===== src/rtl/wb_stage_pkg.sv =====
// Shared pcore interface definitions for the writeback stage: widths,
// load-op encoding, writeback FSM states and a small rd-write helper.
package wb_stage_pkg;

   localparam int XLEN      = 32;
   localparam int RF_AWIDTH = 5;

   typedef enum logic [2:0] {
      LD_B  = 3'b000,
      LD_H  = 3'b001,
      LD_W  = 3'b010,
      LD_BU = 3'b100,
      LD_HU = 3'b101
   } ld_ops_e;

   typedef enum logic {
      WB_IDLE    = 1'b0,
      WB_LD_WAIT = 1'b1
   } wb_state_e;

   // x0 is hardwired to zero, so a write to it never reaches the register file.
   function automatic logic rd_writes(input logic                 wr_req,
                                      input logic [RF_AWIDTH-1:0] rd);
      return wr_req && (rd != '0);
   endfunction

endpackage


===== src/rtl/wb_stage_load_extend.sv =====
// Combinational load data extraction: picks the byte/half lane addressed by
// the low address bits and sign- or zero-extends it to XLEN.
module load_extend
   import wb_stage_pkg::*;
(
   input  logic [XLEN-1:0] data_i,
   input  logic [2:0]      ld_ops_i,
   input  logic [1:0]      addr_lsb_i,
   output logic [XLEN-1:0] data_o
);

   logic [7:0]  lane [4];
   logic [7:0]  byte_sel;
   logic [15:0] half_sel;

   for (genvar gi = 0; gi < 4; gi++) begin : g_lane
      assign lane[gi] = data_i[8*gi +: 8];
   end

   // Halfword lane is chosen by bit 1 only; bit 0 is ignored for halves.
   assign byte_sel = lane[addr_lsb_i];
   assign half_sel = addr_lsb_i[1] ? data_i[31:16] : data_i[15:0];

   always_comb begin
      data_o = '0;
      case (ld_ops_i)
         LD_B:    data_o = {{(XLEN-8){byte_sel[7]}}, byte_sel};
         LD_H:    data_o = {{(XLEN-16){half_sel[15]}}, half_sel};
         LD_W:    data_o = data_i;
         LD_BU:   data_o = {{(XLEN-8){1'b0}}, byte_sel};
         LD_HU:   data_o = {{(XLEN-16){1'b0}}, half_sel};
         default: data_o = '0;
      endcase
   end

endmodule


===== src/rtl/wb_stage.sv =====
// Writeback stage: retires ALU results in one cycle and holds execute while a
// load is outstanding, then writes the extended LSU response to the register file.
module wb_stage
   import wb_stage_pkg::*;
(
   input  logic                 clk,
   input  logic                 rst_n,
   input  logic                 exe2wb_valid_i,
   input  logic                 exe2wb_rd_wr_req_i,
   input  logic [RF_AWIDTH-1:0] exe2wb_rd_addr_i,
   input  logic [XLEN-1:0]      exe2wb_alu_result_i,
   input  logic                 exe2wb_ld_req_i,
   input  logic [2:0]           exe2wb_ld_ops_i,
   input  logic [1:0]           exe2wb_addr_lsb_i,
   input  logic                 lsu2wb_rsp_valid_i,
   input  logic [XLEN-1:0]      lsu2wb_rsp_data_i,
   output logic                 wb2exe_stall_o,
   output logic                 wb2rf_rd_wr_req_o,
   output logic [RF_AWIDTH-1:0] wb2rf_rd_addr_o,
   output logic [XLEN-1:0]      wb2rf_rd_data_o,
   output logic                 wb_rsp_err_o
);

   wb_state_e            state_q, state_d;
   logic                 wr_req_q, wr_req_d;
   logic [RF_AWIDTH-1:0] addr_q, addr_d;
   logic [XLEN-1:0]      data_q, data_d;
   logic                 err_q, err_d;

   logic                 cap_wr_q, cap_wr_d;
   logic [RF_AWIDTH-1:0] cap_rd_q, cap_rd_d;
   logic [2:0]           cap_ops_q, cap_ops_d;
   logic [1:0]           cap_lsb_q, cap_lsb_d;

   logic [XLEN-1:0]      ld_data;

   load_extend u_load_extend (
      .data_i     (lsu2wb_rsp_data_i),
      .ld_ops_i   (cap_ops_q),
      .addr_lsb_i (cap_lsb_q),
      .data_o     (ld_data)
   );

   always_comb begin
      state_d   = state_q;
      wr_req_d  = 1'b0;
      addr_d    = addr_q;
      data_d    = data_q;
      err_d     = 1'b0;
      cap_wr_d  = cap_wr_q;
      cap_rd_d  = cap_rd_q;
      cap_ops_d = cap_ops_q;
      cap_lsb_d = cap_lsb_q;

      case (state_q)
         WB_IDLE: begin
            // No load is outstanding, so any LSU response here is spurious.
            err_d = lsu2wb_rsp_valid_i;
            if (exe2wb_valid_i) begin
               if (exe2wb_ld_req_i) begin
                  cap_wr_d  = exe2wb_rd_wr_req_i;
                  cap_rd_d  = exe2wb_rd_addr_i;
                  cap_ops_d = exe2wb_ld_ops_i;
                  cap_lsb_d = exe2wb_addr_lsb_i;
                  state_d   = WB_LD_WAIT;
               end else begin
                  wr_req_d = rd_writes(exe2wb_rd_wr_req_i, exe2wb_rd_addr_i);
                  addr_d   = exe2wb_rd_addr_i;
                  data_d   = exe2wb_alu_result_i;
               end
            end
         end
         WB_LD_WAIT: begin
            if (lsu2wb_rsp_valid_i) begin
               wr_req_d = rd_writes(cap_wr_q, cap_rd_q);
               addr_d   = cap_rd_q;
               data_d   = ld_data;
               state_d  = WB_IDLE;
            end
         end
      endcase
   end

   always_ff @(posedge clk) begin
      if (!rst_n) begin
         state_q   <= WB_IDLE;
         wr_req_q  <= 1'b0;
         addr_q    <= '0;
         data_q    <= '0;
         err_q     <= 1'b0;
         cap_wr_q  <= 1'b0;
         cap_rd_q  <= '0;
         cap_ops_q <= '0;
         cap_lsb_q <= '0;
      end else begin
         state_q   <= state_d;
         wr_req_q  <= wr_req_d;
         addr_q    <= addr_d;
         data_q    <= data_d;
         err_q     <= err_d;
         cap_wr_q  <= cap_wr_d;
         cap_rd_q  <= cap_rd_d;
         cap_ops_q <= cap_ops_d;
         cap_lsb_q <= cap_lsb_d;
      end
   end

   assign wb2exe_stall_o    = (state_q == WB_LD_WAIT);
   assign wb2rf_rd_wr_req_o = wr_req_q;
   assign wb2rf_rd_addr_o   = addr_q;
   assign wb2rf_rd_data_o   = data_q;
   assign wb_rsp_err_o      = err_q;

endmodule


===== config.mk =====
export PLATFORM = sky130hd
export DESIGN_NAME = wb_stage
export DESIGN_NICKNAME = d
export VERILOG_FILES = /design/src/rtl/wb_stage_pkg.sv /design/src/rtl/wb_stage_load_extend.sv /design/src/rtl/wb_stage.sv
export SDC_FILE = /design/constraint.sdc
export NUM_CORES = 1
export LEC_CHECK = 0
export ABC_CLOCK_PERIOD_IN_PS = 2000
export BUFFER_PORTS_ARGS = -buffer_cell sky130_fd_sc_hd__buf_2
export CAP_MARGIN = 20
export CORE_MARGIN = 2
export CORE_UTILIZATION = 48
export DETAILED_ROUTE_END_ITERATION = 8
export PLACE_DENSITY = 0.92
export SLEW_MARGIN = 20
export SYNTH_ARGS = -nofsm -noshare
export SYNTH_HDL_FRONTEND = slang
export SYNTH_SLANG_ARGS = --single-unit

===== constraint.sdc =====
create_clock -name clk -period 2 [get_ports clk]
set_clock_uncertainty 0.05 [all_clocks]
set_input_delay 0.3 -clock clk [delete_from_list [all_inputs] [get_ports clk]]
set_output_delay 0.3 -clock clk [all_outputs]
set_load 0.03 [all_outputs]

==> metrics.txt <==
Final setup viols 0; Num CTS Buffers 5; Max Cap Violations 0; initial antenna violation count 0; Routability Congestion 0.892; Bufs on Longest Clock Path 2; Syn. warnings 0; setup slack after layout 0.212 ns; Port Buffers 119; pre-CTS setup slack ~0.29 ns; cell leakage power 1.77 nW; worst hold path type primary input to register; DR vias/cell 6.11; setup bufs post-CTS 0; Crit Path Class register to register; CTS Hold Bufs 0; Die W 81.4 um; RSZ-0062 raised after global routing no; GRT Total Usage 0.265; placed insts 507; reg2reg setup slack 0.21 ns; share of flip-flops with an asynchronous set or reset 0; synth top area cells dfxtp_1 36%, a21oi_1 7.3%, mux2i_1 6.6%, o221ai_1 4.9%, o22ai_1 4.8%; Max IR drop VDD 0.482 mV; drt first pass iters 8; Die Ht between 80 and 90 um; number of global-route vias before repair just under 3000; WL/cell 17.3 um; largest net degree at the start of global routing 26; most frequent cells in the layout 119 x buf_2, 51 x dfxtp_1, 42 x a21oi_1, 22 x o22ai_1, 20 x inv_1; post-route ant nets 0; setup tns final 0 ns; Die ar. 0.00662 mm^2; I/O pins 120; Final min period ~1.8 ns; clock latency on the worst-skew pair 0.30 ns; Post-DP HPWL 6770 um; sequential area share after synthesis 0.355; peak per-stage delay on the critical path 0.53 ns; Worst EP arrival 1.92 ns; critical-path cell list nor2_1 > and2_1 > a221oi_1 > o22ai_1; number of filler cells placed in the layout 517; final hold vios 0; top cell type's share of synthesized area 0.355; Yosys cell types 44; critical path's top delay family compound AO/OA/AOI/OAI gates; met2 WL 4290 um; Cell Pwr Density between 600 and 700 mW/mm^2; commonest non-fill, non-tap cell in the layout buf_2; switching pwr 0.000805 W; CP Buf/Inv Count 0; max layer used met4; CP Capture Type register; Mapped Cells 326; fin cells 513; Yosys reg bits 51; H-tree Lvls 2; CTS tree yes; Slowest-stage cell, CP dfxtp_1; FP Rows 28; Avg Cell Area, Syn 8.81 um^2; nature of the critical path startpoint register; M1 wire length approximately 3400 um; Mapped Nets 406; first-pass GRT wire length around 14000 um; Slew @ Worst Pin a little under 0.7 ns; Iter 0 DRT Violations 264; Resized Gates After CTS 0; via count 3134; Max Transition Viols Final 0; root buf cell clkbuf_8; switching fraction of total power 0.333; Synth Flop Type dfxtp_1; final clock period utilization by the worst path 0.894; Synth area leader dfxtp_1; Max Fclk 559 MHz; layout cell share with drive strength beyond 1 0.338; data required time of the worst path between 2 and 2.5 ns; Seq pwr share 0.472; total core area 0.00585 mm^2; Slew HR 0.541; Layout Nets 519; grt ovf 0; part of the power in the clock network 0.226; combinational power share 0.302; status complete, no violations; met3 wire len 931 um; worst-path maximum fanout 11; Residual DRC 0; Initial Util 0.491; internal power 0.00161 W; Routed WL 8880 um; clock slew at reported path FFs approximately 0.080 ns; antenna cell count 0; clk sinks 51; Area Growth Syn to Fin 25.5%; EDFF count, synth 0; Post-Syn Area 0.00287 mm^2
[worst min-delay path, cell delays in order]
cell     delay (ns)
buf_2          0.08
mux2i_1        0.05
nor2_1         0.08
[layout make-up]
type,instances,area (um^2),share of cell area
inverter,20,75.1,0.0208
timing repair buffer,136,723,0.201
tap,75,93.8,0.0260
clock buffer,6,72.6,0.0201
sequential,51,1020,0.283
multi-input combinational,225,1620,0.449
[state kept, by name, indices dropped and copies added, names as in the netlist]
register	flops
wb2rf_rd_data_o	32
cap_rd_q	5
wb2rf_rd_addr_o	5
cap_ops_q	3
cap_lsb_q	2
cap_wr_q	1
wb2exe_stall_o	1
wb2rf_rd_wr_req_o	1
wb_rsp_err_o	1
[routing by layer]
layer	up-vias	track usage
li1	1469	-
met1	1442	0.319
met2	198	0.439
met3	25	0.0689
met4	0	0.125
met5	-	0
[power by group through the flow]
stage                     Sequential [W]  Clock (W)  Combinational, W
after floorplan                  0.00129          0          0.000347
after global placement           0.00116          0          0.000703
after detailed placement         0.00116          0          0.000721
after CTS                        0.00114   0.000547          0.000724
after global routing             0.00115   0.000593          0.000785
final                            0.00114   0.000546          0.000731
[stage by stage]
stage / area, um^2 / hold WS (ns) / total power (W) / utilization
after floorplan: 2870 / 0.364 / 0.00163 / -
after detailed placement: 3530 / 0.441 / 0.00189 / 0.604
after CTS: 3600 / 0.198 / 0.00241 / 0.616
after global placement: 3530 / 0.427 / 0.00187 / 0.604
after global routing: 3600 / 0.201 / 0.00253 / 0.616
final: 3600 / 0.200 / 0.00242 / 0.616
[worst paths after layout]
check | start | cells after the start | endpoint
max reg2reg | cap_ops_q[0] | 4 | wb2rf_rd_data_o[15]
min reg2reg | wb2rf_rd_addr_o[0] | 2 | wb2rf_rd_addr_o[0]
min | exe2wb_ld_ops_i[2] | 3 | cap_ops_q[2]
max | cap_ops_q[0] | 4 | wb2rf_rd_data_o[15]
[cell families (layout without fill, tap and decap cells)]
kind of cell           count (synthesis)  after routing  synth area share
AO/OA/AOI/OAI                        128            128             0.318
buffers and inverters                 50            162            0.0810
flip-flops                            51             51             0.355
multiplexers                          26             26            0.0976
AND/OR/NAND/NOR                       71             71             0.148
[synthesized netlist by cell type, types with 2 or more instances]
master / n
a2111oi_0: 2
a211oi_1: 6
a21oi_1: 42
a221o_1: 7
a222oi_1: 6
and2_1: 3
and3b_1: 7
buf_2: 12
buf_4: 4
buf_6: 2
clkbuf_1: 11
dfxtp_1: 51
inv_1: 20
mux2_1: 6
mux2i_1: 19
nand2b_1: 3
nor2_1: 19
nor2b_1: 13
nor3_1: 7
o211a_1: 7
o211ai_1: 2
o21a_1: 7
o21ai_1: 3
o221ai_1: 16
o22ai_1: 22
o31ai_2: 2
o32ai_1: 2
or3_1: 7
or3b_1: 2
or4_1: 2
Power figures use the tool's default switching activity.
